### config.mk
export PLATFORM = sky130hd
export DESIGN_NAME = de_sweep_sequencer
export DESIGN_NICKNAME = d
export VERILOG_FILES = /design/src/rtl/de_sweep_sequencer.sv
export SDC_FILE = /design/constraint.sdc
export NUM_CORES = 1
export LEC_CHECK = 0
export BUFFER_PORTS_ARGS = -buffer_cell sky130_fd_sc_hd__clkbuf_2
export CAP_MARGIN = 5
export CORE_AREA = 5 5 82 84
export DETAILED_ROUTE_END_ITERATION = 6
export DIE_AREA = 0 0 87 89
export PLACE_DENSITY = 0.73
export SLEW_MARGIN = 40
export SYNTH_ARGS = -nofsm -noshare
export SYNTH_HDL_FRONTEND = slang
export SYNTH_SLANG_ARGS = --single-unit
### constraint.sdc
create_clock -name clk -period 5.3 [get_ports clk]
set_input_delay 1.06 -clock clk [delete_from_list [all_inputs] [get_ports clk]]
set_output_delay 1.06 -clock clk [all_outputs]
set_load 0.005 [all_outputs]
### src/rtl/de_sweep_sequencer.sv
// rtl/de_sweep_sequencer.sv - steps the Difference Engine over n_first..n_last and paces results to the display
// Optional WAIT watchdog is built when DE_SEQ_TIMEOUT_EN is defined.
module de_sweep_sequencer #(
  parameter int N_W            = 6,
  parameter int DATA_W         = 13,
  parameter int DWELL_CYCLES   = 50_000_000,
  parameter int TIMEOUT_CYCLES = 1_000_000
) (
  input  logic              clk,
  input  logic              reset,
  input  logic              go,
  input  logic              abort,
  input  logic [N_W-1:0]    n_first,
  input  logic [N_W-1:0]    n_last,
  output logic [N_W-1:0]    de_n,
  output logic              de_start,
  input  logic [DATA_W-1:0] de_data,
  input  logic              de_done_tick,
  output logic [DATA_W-1:0] disp_data,
  output logic              disp_valid,
  output logic              busy,
  output logic              done_tick,
  output logic              err
);

  // One counter serves DWELL and the WAIT watchdog; the two states never overlap.
  localparam int CNT_MAX = (DWELL_CYCLES > TIMEOUT_CYCLES) ? DWELL_CYCLES : TIMEOUT_CYCLES;
  localparam int CNT_W   = $clog2(CNT_MAX);

  typedef enum logic [1:0] {IDLE, START, WAIT, DWELL} state_t;

  state_t           state;
  logic [N_W-1:0]   n_last_q;
  logic [CNT_W-1:0] cnt;

  always_ff @(posedge clk or negedge reset) begin
    if (!reset) begin
      state      <= IDLE;
      n_last_q   <= '0;
      cnt        <= '0;
      de_n       <= '0;
      de_start   <= 1'b0;
      disp_data  <= '0;
      disp_valid <= 1'b0;
      busy       <= 1'b0;
      done_tick  <= 1'b0;
      err        <= 1'b0;
    end else begin
      de_start  <= 1'b0;
      done_tick <= 1'b0;
      if (abort && state != IDLE) begin
        state <= IDLE;
        busy  <= 1'b0;
      end else begin
        case (state)
          IDLE: begin
            if (go) begin
              n_last_q   <= n_last;
              err        <= 1'b0;
              disp_valid <= 1'b0;
              if (n_first <= n_last) begin
                de_n     <= n_first;
                de_start <= 1'b1;
                busy     <= 1'b1;
                state    <= START;
              end else begin
                err       <= 1'b1;
                done_tick <= 1'b1;
              end
            end
          end
          START: begin
            cnt   <= '0;
            state <= WAIT;
          end
          WAIT: begin
            if (de_done_tick) begin
              disp_data  <= de_data;
              disp_valid <= 1'b1;
              cnt        <= '0;
              state      <= DWELL;
            end
`ifdef DE_SEQ_TIMEOUT_EN
            else if (cnt == CNT_W'(TIMEOUT_CYCLES - 1)) begin
              err       <= 1'b1;
              done_tick <= 1'b1;
              busy      <= 1'b0;
              state     <= IDLE;
            end else begin
              cnt <= cnt + 1'b1;
            end
`endif
          end
          DWELL: begin
            if (cnt == CNT_W'(DWELL_CYCLES - 1)) begin
              // Equality test before increment keeps n_last = max from wrapping.
              if (de_n == n_last_q) begin
                done_tick <= 1'b1;
                busy      <= 1'b0;
                state     <= IDLE;
              end else begin
                de_n     <= de_n + 1'b1;
                de_start <= 1'b1;
                state    <= START;
              end
            end else begin
              cnt <= cnt + 1'b1;
            end
          end
          default: state <= IDLE;
        endcase
      end
    end
  end

endmodule

Word-level counts from Yosys, hierarchy flattened

Cells that the tools add are included.

Output and inout bits: 24
RAM bits: 0
Register bits: 58
Latch bits: 0
Memories kept: 0
Word-level logic and storage cells: 80
ROM bits: 0

Divide/modulo/power cells: 0
Reduce and logical (&&, ||, !) cells: 14
Equal/unequal tests: 16
Bitwise operators: 1
Magnitude comparators: 1
Multiply operators: 0
Add/sub/neg operators: 2
Shifts and indexed selects: 0
Mux-type cells: 36

Operator list:

| operator                                                              | number |
|---|---|
| 26-bit case mux with 3 select lines                                   | 1 |
| 26-bit 2-to-1 mux                                                     | 2 |
| 26-bit by 1-bit adder with 26-bit output, second input constant       | 1 |
| 26-bit equality test, second input constant                           | 1 |
| 6-bit 2-to-1 mux                                                      | 4 |
| 1-bit 2-to-1 mux                                                      | 18 |
| 3-bit inequality test, second input constant                          | 5 |
| 2-bit inequality test, second input constant                          | 6 |
| 6-bit case mux with 2 select lines                                    | 1 |
| 4-bit AND reduction                                                   | 3 |
| 2-bit 2-to-1 mux                                                      | 5 |
| 1-bit case mux with 2 select lines                                    | 4 |
| 2-bit case mux with 4 select lines                                    | 1 |
| 6-bit by 1-bit adder with 6-bit output, second input constant         | 1 |
| 6-bit equality test                                                   | 1 |
| 6-bit less-or-equal comparator                                        | 1 |
| 3-bit AND reduction                                                   | 2 |
| 6-bit AND reduction                                                   | 1 |
| 2-bit nonzero test                                                    | 3 |
| 3-bit nonzero test                                                    | 2 |
| 5-bit AND reduction                                                   | 1 |
| 2-bit equality test, second input constant                            | 2 |
| 2-bit by 1-bit equality test with 1-bit output, second input constant | 1 |
| 2-bit zero test                                                       | 1 |
| other kinds (2)                                                       | 2 |

Longest topological paths before layout

Word-level depth: 5
Mapped depth: 9
Gate-level depth less buffers: 8

Least setup slack after synthesis

Ideal clock, no wire load.

Path type: input to register
Start: in n_last[5]
End: reg de_n[1]
Library setup time: 0.125 ns
Stages: 8
Arrival time: 2.967 ns
Setup slack: 2.209 ns
Path through: inv_1 ha_1 and4_1 o21a_1 o311ai_0 nand2_1 nor2_2 mux2_2

Cells in the longest elaborated chain, start to end: 3

RTL lines:

| what                                   | line | text |
|---|---|---|
| from (decl)                            | 14   | `input logic [N_W-1:0] n_last,` |
| 6-bit less-or-equal comparator         | 61   | `if (n_first <= n_last) begin` |
| 2-bit inequality test (no source line) | -    |  |
| 6-bit AND reduction (no source line)   | -    |  |
| to (signal assigned)                   | 62   | `de_n <= n_first;` |
| to (signal assigned)                   | 102  | `de_n <= de_n + 1'b1;` |
| to (decl)                              | 15   | `output logic [N_W-1:0] de_n,` |

Every way passes these cells.
A chain may end at the register's enable or synchronous reset.

Worst setup path after layout

Ends and elaborated chain as after synthesis.

==> impl_results.md <==
- Router iterations before antenna repair: 4
- Final hold slack: 499 ps
- Max Clock Freq: 307 MHz
- Final GP Congestion: 0.843
- Fill cells: 494
- CTS tree: done
- Final wirelength: 6.35 mm
- Leakage power: 1.69 nW
- Post_cts resized: 0
- Die X: 87 microns
- Cell family with most CP delay: simple AND/OR/NAND/NOR gates
- Final Util: 0.612
- Xor and xnor area share after synthesis: 0.0809
- Worst-Margin Slew: 734 ps
- Fin crit share: 0.614
- Number of synthesized flops with an enable pin: 0
- Synthesized Nets: 342
- Core Area: 5850 sq um
- Initial DRC Count: 178
- Outcome: complete, no violations
- Share of layout cells above drive strength 1: 0.257
- DRT antenna net count: 0
- Critical Path RT: 5510 ps
- Diode count: 0
- Critical path peak fanout: 6
- Compound-Gate Fraction of Synth Area: 0.0863
- Final setup vio count: 0
- Starting Density: 0.518
- Worst hold path type: flip-flop to flip-flop
- Final Cell Area: 3580 sq um
- R2r startpoint: state[1]
- Cells after Synth: 301
- Die Span Y: 89 microns
- Hold path startpoint: n_last_q[4]
- Arrival @ worst endpoint: 3470 ps
- Storage element area: 1450 sq um
- CP max stage cell: o311ai_0
- TritonCTS Buffers: 9
- Clk root buf: clkbuf_8
- Setup CP Type: input port to flip-flop
- Global Route Usage Sum: 0.183
- # hold bufs at CTS: 0
- Peak supply drop: 0.000282 V
- TritonCTS Sinks: 58
- # DRC: 0
- First-pass GRT wire length: 11.2 mm
- Die ar.: 7740 sq um
- Mux cell area share after synthesis: 0.0660
- Drt via density: 5.46
- Drt wl/cell: 14.5 microns
- Seq cells post-synth: 58
- Vias: 2,384
- Clock latency on the worst-skew pair: 330 ps
- Non-filler cells, final: 437
- Detail Placement HPWL: 4.57 mm
- Ys flop type: dfrtp_1
- Mapped Area: 3030 sq um
- Worst Skew: 7.17 ps
- Post-Synth Adder-Cell Area: 0.0454
- Most frequent cells in the layout: dfrtp_1, clkbuf_2, nor2_1, nand2_1, nand3_1
- Seq/Total Area, Yosys: 0.479
- Synth Area in Simple Gates: 0.212
- Final Hold Vio Count: 0
- PortBufs: 53
- RSZ-0062 raised after global routing: no
- Mapped Avg Cell Area: 10.1 sq um
- Htree depth: 3
- Antenna violations before repair: 0
- Post-Place Cell Area: 3370 sq um
- Number of global-route vias before repair: 2,464
- CP bufs+invs: 2
- Commonest non-fill, non-tap cell in the layout: dfrtp_1
- Setup crit start: n_last[5]
- CP Capture Type: flip-flop
- Multi-input logic area: 1500 sq um
- Grt ovf: 0
- Yosys warnings: 0
- Async SR Flop Fraction: 1.00
- I/O pin cnt: 54
- Period minus WS final: 3260 ps
- Clock-pin slew on the worst setup and hold paths: 60 ps
- Worst path cell trace: clkbuf_2 > inv_1 > ha_1 > and4_1 > o21a_1 > o311ai_0 > nand2_1 > nor2_2 > mux2_2
- Max Cap Viol: 0
- Distinct cells, synth: 44
- Rel. slew slack: 0.505
- Post-Place Cells: 421
- Setup Buffers After CTS: 0
- Max incr delay on CP: 620 ps
- PwrDens: 452 nW/um^2
- Pin count of the biggest net entering global routing: 59
- Clock Tree Buf Depth: 2
- Largest family of logic cells by synthesized area: simple AND/OR/NAND/NOR gates
- Startpoint Class: input port
- Site Rows: 28
- Max Slew Vio Count: 0
- Setup_tns: 0 ps
- Fin nets: 398
- Area grow syn2layout: 18.0%
-- flip-flops by register name, summed over array words and instances, names as in the netlist --
name        cells
busy            1
cnt            26
done_tick       1
n_last_q        6
de_n            6
de_start        1
state           2
err             1
disp_valid      1
disp_data      13
-- cells in the mapped netlist, types with 4 or more instances --
master | count | share of area
clkbuf_1 | 8 | 0.0099
inv_1 | 14 | 0.017
nor4_1 | 4 | 0.0083
mux2_2 | 16 | 0.059
o22ai_1 | 4 | 0.0083
and3_1 | 6 | 0.012
xnor2_1 | 12 | 0.035
dfrtp_1 | 58 | 0.48
nor3_1 | 7 | 0.012
a2bb2oi_1 | 4 | 0.012
ha_1 | 11 | 0.045
nand4_1 | 6 | 0.012
nand3_1 | 17 | 0.028
nand2_1 | 25 | 0.031
o21ai_0 | 14 | 0.023
nor2_1 | 34 | 0.042
a21oi_1 | 8 | 0.013
xor2_1 | 16 | 0.046
-- layer usage --
layer  vias up  routed length [microns]  track usage
li1       1173                        -            -
met1      1149                     2980        0.249
met2        49                     2960        0.283
met3        13                      275       0.0406
met4         0                      136       0.0822
met5         -                        0            0
-- path summary, 6_finish.rpt --
check / depth (start not counted) / end / slack [ps]
worst max-delay path: 9 / de_n[1] / 2040
worst min-delay path: 2 / n_last_q[4] / 500
worst max register to register: 6 / busy / 2710
worst min register to register: 2 / n_last_q[4] / 500
max in group asynchronous: 2 / cnt[0] / 4140
min in group asynchronous: 2 / disp_data[10] / 800
-- worst min-delay path: stages (launching register included) --
cell and delay, ps:
dfrtp_1 360, nand2_1 50, o21ai_0 60
-- report_power, final --
| group | total (mW) | internal (mW) | switching [mW] |
|---|---|---|---|
| logic | 0.552 | 0.259 | 0.293 |
| clock network | 0.401 | 0.233 | 0.167 |
| registers | 0.663 | 0.565 | 0.0982 |
| total | 1.62 | 1.06 | 0.559 |
-- area by class of cell --
type / instances / share of cell area
Multi-Input combinational cell: 220 / 0.420
Sequential cell: 58 / 0.406
Timing Repair Buffer: 54 / 0.0773
Clock buffer: 15 / 0.0549
Tap cell: 75 / 0.0262
Inverter: 14 / 0.0147
Clock inverter: 1 / 0.00140
-- logic make-up after synthesis --
kind of cell,after synthesis
and+or+nand+nor,122
muxes,18
buffers and inverters,23
AOI/OAI and AO/OA,41
adders and majority gates,11
xor gates and xnor gates,28
DFF,58
-- metrics by stage --
stage	setup slack [ps]	power, mW
after floorplan	2210	1.02
after CTS	2100	1.63
after detailed placement	1760	1.22
final	2040	1.62
after global placement	1860	1.20
after global routing	1830	1.74
(Power assumes the default switching activity.)
